$ cat src/rtl/div_pkg.sv
// Shared types and two's-complement helpers for the iterative signed divider.
package div_pkg;

  typedef enum logic [1:0] {IDLE, CALC, FIX, DONE} state_t;

  // Helpers work on a wide carrier and are masked to the caller's width.
  localparam int MAX_W = 64;

  function automatic logic [MAX_W-1:0] width_mask(input int w);
    return (w >= MAX_W) ? '1 : ((MAX_W'(1) << w) - MAX_W'(1));
  endfunction

  function automatic logic [MAX_W-1:0] neg(input logic [MAX_W-1:0] v, input int w);
    return (~v + MAX_W'(1)) & width_mask(w);
  endfunction

  // Unsigned magnitude, so the most negative value maps exactly to 2^(w-1).
  function automatic logic [MAX_W-1:0] abs_u(input logic [MAX_W-1:0] v, input int w);
    logic sign;
    sign = ((v >> (w - 1)) & MAX_W'(1)) != '0;
    return sign ? neg(v, w) : (v & width_mask(w));
  endfunction

endpackage

$ cat src/rtl/div_step.sv
// One restoring shift-subtract iteration on unsigned magnitudes.
module div_step #(
  parameter int WIDTH = 8
) (
  input  logic [WIDTH:0]   pr,
  input  logic [WIDTH-1:0] qr,
  input  logic [WIDTH-1:0] dr,
  output logic [WIDTH:0]   pr_next,
  output logic [WIDTH-1:0] qr_next
);

  logic [WIDTH:0]   shifted_pr;
  logic [WIDTH-1:0] shifted_qr;
  logic [WIDTH:0]   trial;

  // pr < dr <= 2^(WIDTH-1) keeps the trial within WIDTH+1 signed bits.
  assign shifted_pr = {pr[WIDTH-1:0], qr[WIDTH-1]};
  assign shifted_qr = {qr[WIDTH-2:0], 1'b0};
  assign trial      = shifted_pr - {1'b0, dr};

  always_comb begin
    // NOTE: every combinational output gets a value on every path, so no latch is inferred.
    if (!trial[WIDTH]) begin
      pr_next = trial;
      qr_next = shifted_qr | WIDTH'(1);
    end else begin
      pr_next = shifted_pr;
      qr_next = shifted_qr;
    end
  end

endmodule

$ cat src/rtl/seq_div.sv
// Iterative signed divider: one quotient bit per clock, valid/ready on both sides.
module seq_div
  import div_pkg::*;
#(
  parameter int WIDTH = 8
) (
  input  logic             clk,
  input  logic             rst,
  input  logic             in_valid,
  output logic             in_ready,
  input  logic [WIDTH-1:0] dividend,
  input  logic [WIDTH-1:0] divisor,
  output logic             out_valid,
  input  logic             out_ready,
  output logic [WIDTH-1:0] quotient,
  output logic [WIDTH-1:0] remainder,
  output logic             div_by_zero
);

  localparam int CW = $clog2(WIDTH);

  state_t           state, state_next;
  logic [CW-1:0]    cnt;
  logic [WIDTH:0]   pr, pr_step;
  logic [WIDTH-1:0] qr, qr_step, dr, dvd_hold;
  logic             q_sign, r_sign, dbz;
  logic             accept, handoff;

  assign accept  = in_valid && in_ready;
  assign handoff = out_valid && out_ready;

  div_step #(.WIDTH(WIDTH)) u_step (
    .pr      (pr),
    .qr      (qr),
    .dr      (dr),
    .pr_next (pr_step),
    .qr_next (qr_step)
  );

  always_ff @(posedge clk or posedge rst) begin
    // NOTE: sequential state uses non-blocking assignments so every flop samples pre-edge values.
    if (rst) state <= IDLE;
    else     state <= state_next;
  end

  always_comb begin
    state_next = state;
    case (state)
      IDLE:    if (accept) state_next = CALC;
      CALC:    if (cnt == '0) state_next = FIX;
      FIX:     state_next = DONE;
      DONE:    if (handoff) state_next = IDLE;
      default: state_next = IDLE;
    endcase
  end

  always_comb begin
    in_ready = (state == IDLE);
  end

  always_ff @(posedge clk or posedge rst) begin
    if (rst) begin
      cnt         <= '0;
      pr          <= '0;
      qr          <= '0;
      dr          <= '0;
      dvd_hold    <= '0;
      q_sign      <= 1'b0;
      r_sign      <= 1'b0;
      dbz         <= 1'b0;
      out_valid   <= 1'b0;
      quotient    <= '0;
      remainder   <= '0;
      div_by_zero <= 1'b0;
    end else begin
      case (state)
        IDLE: begin
          if (accept) begin
            qr       <= WIDTH'(abs_u(MAX_W'(dividend), WIDTH));
            dr       <= WIDTH'(abs_u(MAX_W'(divisor), WIDTH));
            dvd_hold <= dividend;
            q_sign   <= dividend[WIDTH-1] ^ divisor[WIDTH-1];
            r_sign   <= dividend[WIDTH-1];
            dbz      <= (divisor == '0);
            pr       <= '0;
            cnt      <= CW'(WIDTH - 1);
          end
        end
        CALC: begin
          pr  <= pr_step;
          qr  <= qr_step;
          cnt <= cnt - 1'b1;
        end
        FIX: begin
          if (dbz) begin
            quotient    <= '1;
            remainder   <= dvd_hold;
            div_by_zero <= 1'b1;
          end else begin
            quotient    <= q_sign ? WIDTH'(neg(MAX_W'(qr), WIDTH)) : qr;
            remainder   <= r_sign ? WIDTH'(neg(MAX_W'(pr[WIDTH-1:0]), WIDTH)) : pr[WIDTH-1:0];
            div_by_zero <= 1'b0;
          end
        end
        DONE: begin
          // Result registers settle on entry to DONE; out_valid follows one edge later.
          if (!out_valid) begin
            out_valid <= 1'b1;
          end else if (out_ready) begin
            out_valid   <= 1'b0;
            div_by_zero <= 1'b0;
          end
        end
        default: ;
      endcase
    end
  end

endmodule

$ cat config.mk
export PLATFORM = sky130hd
export DESIGN_NAME = seq_div
export DESIGN_NICKNAME = d
export VERILOG_FILES = /design/src/rtl/div_pkg.sv /design/src/rtl/div_step.sv /design/src/rtl/seq_div.sv
export SDC_FILE = /design/constraint.sdc
export NUM_CORES = 1
export LEC_CHECK = 0
export CORE_AREA = 2 2 94 69
export DETAILED_ROUTE_END_ITERATION = 8
export DIE_AREA = 0 0 96 71
export DONT_BUFFER_PORTS = 1
export GPL_TIMING_DRIVEN = 0
export HOLD_SLACK_MARGIN = 0.05
export PLACE_DENSITY_LB_ADDON = 0.08
export SYNTH_ARGS = -nofsm -noshare
export SYNTH_HDL_FRONTEND = slang
export SYNTH_SLANG_ARGS = --single-unit
$ cat constraint.sdc
create_clock -name clk -period 3.15 [get_ports clk]
set_input_delay 0.63 -clock clk [delete_from_list [all_inputs] [get_ports clk]]
set_output_delay 0.63 -clock clk [all_outputs]
set_load 0.02 [all_outputs]
# Word level (Yosys, flattened, before mapping)

Index checks and enable logic that the tools add are counted.

Add/subtract/negate cells: 6
Multipliers: 0
Div/mod/pow operators: 0
Magnitude comparators: 0
Equality and inequality tests: 8
Shifts and indexed selects: 0
Muxes and demuxes: 24
Bitwise gates (word level): 5
Reduce and logical (&&, ||, !) cells: 11

Operators with widths:

| operator            | number |
|---|---|
| $mux 8              | 9 |
| $add 8x1->8 const B | 4 |
| $not 8->8           | 4 |
| $pmux 8 s2          | 2 |
| $sub 9x8->9         | 1 |
| $logic_not 8->1     | 1 |
| $ne 2x2->1 const B  | 4 |
| $pmux 2 s4          | 1 |
| $mux 1              | 6 |
| $mux 2              | 3 |
| $pmux 3 s2          | 1 |
| $reduce_and 3->1    | 2 |
| $eq 2x2->1 const B  | 2 |
| $reduce_and 2->1    | 2 |
| $reduce_bool 2->1   | 2 |
| $logic_not 3->1     | 1 |
| $mux 3              | 1 |
| $sub 3x1->3 const B | 1 |
| $eq 2x1->1 const B  | 1 |
| $logic_and 1x1->1   | 2 |
| $logic_not 2->1     | 1 |
| $ne 2x1->1 const B  | 1 |
| $pmux 1 s2          | 1 |
| $xor 1x1->1         | 1 |

Register bits: 58
Latch bits: 0
Bits in writable memories: 0
Memory bits (read-only): 0
Output and inout port bits: 19
Memories kept: 0

# Depth between registers and ports, before layout

Gate-level depths: netlist of run 1.

Depth after elaboration: 5
Gate-level depth with buffers: 10
Depth with buffers taken out: 9

# Modules after synthesis

Synthesis of run 1 repeated with hierarchy kept, for this count alone.

Cell total of the unflattened synthesis: 371
Area, all modules: 3,532.1 µm²

By module, submodules not included:

| module   | instances | cells an instance | area each (µm²) | seq. area each (µm²) |
|---|---|---|---|---|
| seq_div  | 1         | 292               | 2,966.6         | 1,451.4 |
| div_step | 1         | 79                | 565.5           | 0.0 |

# Worst setup path before layout of run 1

Ideal clock, no wire load.

Kind: register -> register
From: register qr[7]
To: register pr[7]
Setup time: 0.136 ns
Arrival: 2.322 ns
Data required time: 3.014 ns
Path slack: 0.693 ns
Cell stages (with the launch flop): 11
Buffers on the path: 1
Period minus slack after synthesis: 2.457 ns
Cell sequence: dfrtp_1 -> inv_1 -> ha_1 -> fa_1 -> nand2b_1 -> a211oi_2 -> mux2i_1 -> a2111oi_4 -> buf_6 -> mux2i_1 -> o22ai_1

Word-level cells in the longest chain between the ends: 3

RTL lines:

| item                   | RTL line       | source |
|---|---|---|
| from (decl)            | seq_div.sv:25  | `logic [WIDTH-1:0] qr, qr_step, dr, dvd_hold;` |
| from (signal assigned) | seq_div.sv:79  | `qr <= WIDTH'(abs_u(MAX_W'(dividend), WIDTH));` |
| from (signal assigned) | seq_div.sv:91  | `qr <= qr_step;` |
| $sub 9x8->9            | div_step.sv:19 | `assign trial = shifted_pr - {1'b0, dr};` |
| $mux 8                 | div_step.sv:23 | `if (!trial[WIDTH]) begin` |
| $pmux 8 s2             | seq_div.sv:76  | `case (state)` |
| to (signal assigned)   | seq_div.sv:90  | `pr <= pr_step;` |
| to (decl)              | seq_div.sv:24  | `logic [WIDTH:0] pr, pr_step;` |

No other way between the ends.
A chain may end at the register's enable or synchronous reset.

# Worst setup path in the final report of run 1

Same ends and word-level chain as after synthesis.

==> results.md, run 1 <==
Layout:
- 0 antenna diodes ended up in the layout.
- Leaving out filler cells and counting taps, the final layout contains 465.
- In the final layout, the share of cells above drive strength 1 is 0.0879.
- The growth of design area from synthesis to finish is 9.67%.
- The post-layout net count is 421.

Worst setup path:
- At the worst endpoint, the required time is between 3000 and 4000 ps.
- In this run the worst setup path begins at qr[7].
- STA classifies the critical path endpoint as a flop.
- The worst setup path is launched from a flop.
- The depth of the most critical reg-to-reg path is 10.
- In this run the worst path has a maximum fanout of 10.
- The worst setup path is of the reg2reg kind.
- The reg-to-reg setup timing slack is 370 ps.
- The startpoint identified for the worst register-to-register timing path is qr[7].
- In this run the critical register-to-register path is captured at pr[7].
- For the worst setup path, the data arrival time is about 3000 ps.

Clock network:
- The maximum root-to-sink buffer count is 2.
- The level count of the clock H-tree is 3.
- The register clock-pin slew on the reported worst setup and hold paths is 70 ps.
- Hold repair after CTS inserted 0 buffers.
- In this run, post-CTS repair resized a total of 0 instances.
- The tree is rooted in a clkbuf_8.
- TritonCTS built the clock tree.
- The clock latency on the worst-skew pair is 350 ps.
- After clock tree synthesis, the setup repair step added 0 buffers.
- The clock sink total is 57.
- The CTS buffer count is 9.

Pwr:
- The standby leakage power is 1.65 nW.
- The worst IR drop on VDD is 0.000431 V.
- The power density relative to cell area is between 1000 and 1500 mW/mm^2.

Placement:
- The last weighted congestion value of the routability-driven placer is roughly 0.86.
- The number of placed cells counting well taps is 449.
- The HPWL after detailed placement is just under 6 mm.
- The count of input and output buffers is 0.

Route:
- The post-detailed-route DRC marker count is 0.
- The routed wire length is 7.89 mm.
- Dividing the detail-routed wire length by the instance count gives between 15 and 20 um.
- The post-detailed-route via-to-cell ratio is 5.75.
- Before antenna repair, the detailed router went through 5 iterations.
- The number of nets with antenna violations after detailed routing is 0.
- The via count of the routed design is roughly 2700.
- The violation count after the first detailed-route iteration is 212.

Yosys:
- The mean area per synthesized cell is 9.16 um^2.
- The synthesized netlist net count is between 400 and 500.
- Synthesis produced a netlist whose cell count is 370.
- The number of different library cells in the post-synthesis netlist is 44.
- The synthesized cell area is between 0.003 and 0.004 mm^2.
- The number of synthesized register bits is 57.
- For this run, the leading register cell type out of synthesis is dfrtp_1.
- In the post-synthesis netlist, the biggest area contributors are dfrtp_1, ha_1, o21ai_0.
- The proportion of synthesized chip area in sequential cells is 0.421.
- The number of synthesized flops with an enable pin is 0.
- The library cell occupying the most area in the post-synthesis netlist is dfrtp_1.
- The commonest cells after synthesis are dfrtp_1, nand2_1, o21ai_0, inv_1, nor2_1.
- The cell with the most instances after synthesis is dfrtp_1.
- The total number of yosys warnings is 0.
- The share of synthesized area in the top cell type comes to 0.421.
- For this run, asynchronously set or reset flops after synthesis account for 1.00.

Timing:
- Setup repair after global routing left no endpoint under its margin.
- The max-slew violation count came to 0.
- The slew at the pin with the worst max-slew slack is between 700 and 800 ps.
- The worst path in the final design needs a cycle of 2780 ps, including I/O delays and setup.
- The worst clock skew is between 8 and 9 ps.
- The portion of the clock cycle consumed by the worst path in the final layout is 0.883.
- The final number of hold-violating endpoints is 0.
- The maximum clock frequency is 359 MHz.
- The number of setup violations in the final report is 0.
- The headroom to the max-slew limit is 0.493.
- The post-route setup TNS is 0 ps.

Global routing:
- The total routing resource utilization after global routing is 0.258.
- The aggregate global routing overflow is 0.
- The maximum number of pins on one net before global-route repair is 43.
- The via count of the first global-routing pass is 2634.
- The global-route wire length before repair is 13.3 mm.
- The initial antenna violation count came to 0.

Floorplan:
- The initial utilization of the core area, before any placement, comes to 0.567.
- The die height is approximately 71 um.
- In this run the count of I/O pins placed on the die edge is 39.
- The floorplan step defined a core boundary enclosing 0.00598 mm^2.
- The number of rows in the core area is 24.
- The die is 96 um wide.
- The die outline area is 0.00682 mm^2.

Status:
- The run finished with clean final reports.

Flow run:
- Max-cap violations in this run came to 0.

Worst hold path:
- The tightest min-delay check is of the in2async type.
==> kinds of logic after synthesis <==
| group | Yosys count | synth area share |
|---|---|---|
| AO/OA/AOI/OAI | 96 | 0.178 |
| XOR/XNOR | 25 | 0.0646 |
| adder cells (fa/ha/maj) | 19 | 0.0724 |
| buffers and inverters | 45 | 0.0521 |
| flip-flops | 57 | 0.421 |
| multiplexers | 23 | 0.0724 |
| AND/OR/NAND/NOR | 105 | 0.139 |
==> worst max-delay path by stage <==
stage,endpoint,slack (ps),cells after the start
floorplan,pr[7],690,10
global placement,pr[7],400,10
detailed placement,pr[7],380,10
CTS,pr[7],360,10
global route,pr[7],180,10
finish,pr[7],370,10
==> metal layers <==
layer | part of all wire | GRT usage | vias up | routed length (um)
li1 | - | - | 1314 | -
met1 | 0.49 | 0.393 | 1260 | 3860
met2 | 0.42 | 0.356 | 89 | 3320
met3 | 0.075 | 0.0703 | 13 | 594
met4 | 0.014 | 0.0762 | 0 | 107
met5 | 0 | 0 | - | 0
==> cell type report <==
cell class	instances	area (um^2)
clock inverters	6	82.6
repair buffers	1	20.0
well taps	78	97.6
fillers	527	2260
inverters	28	105
clock buffers	10	128
flip-flops and latches	57	1430
plain buffers	17	71.3
multi-input cells	268	1790
==> flip-flops by register name (all words and copies together) (netlist names), 2 cells and up <==
signal     cells
cnt            3
dr             8
dvd_hold       8
pr             8
qr             8
quotient       8
remainder      8
state          2
==> worst max-delay path, cell delays in order (launching register included) <==
cell       delay, ps
dfrtp_1          350
inv_1             80
ha_1             240
fa_1             410
nand2b_1         210
a211oi_2         260
mux2i_1          150
a2111oi_4        440
buf_6            220
mux2i_1          200
o22ai_1           80
==> placed cells by master, fill, tap and decap left out, types with 11 or more instances in the layout <==
cell type	n
nand2_1	48
o21ai_0	37
clkbuf_1	17
inv_1	26
nor2_1	23
a21oi_1	16
xor2_1	15
mux2_2	12
ha_1	18
mux2i_1	11
dfrtp_1	57
==> per-stage QoR <==
| step | cell area (um^2) | util | hold WS (ps) | total power [W] | setup WS, ps |
|---|---|---|---|---|---|
| floorplan | 3390 | - | 440 | 0.00301 | 693 |
| global placement | 3490 | 0.583 | 452 | 0.00344 | 396 |
| detailed placement | 3510 | 0.587 | 475 | 0.00351 | 383 |
| CTS | 3720 | 0.622 | 139 | 0.00425 | 363 |
| global route | 3720 | 0.622 | 150 | 0.00464 | 176 |
| finish | 3720 | 0.622 | 127 | 0.00426 | 367 |
==> where the power goes <==
part           internal (W)  switching [W]  leakage (nW)  total (W)
sequential          0.00106       0.000423         0.693    0.00148
clock              0.000441       0.000307         0.106   0.000748
combinational      0.000858        0.00117         0.848    0.00203
(Power assumes the default switching activity.)
==> run 2, diff against run 1 <==
ABC_CLOCK_PERIOD_IN_PS = 3150   (was default)
==> results of run 2 <==
Final layout, timing and power as in run 1 (identical DEF).
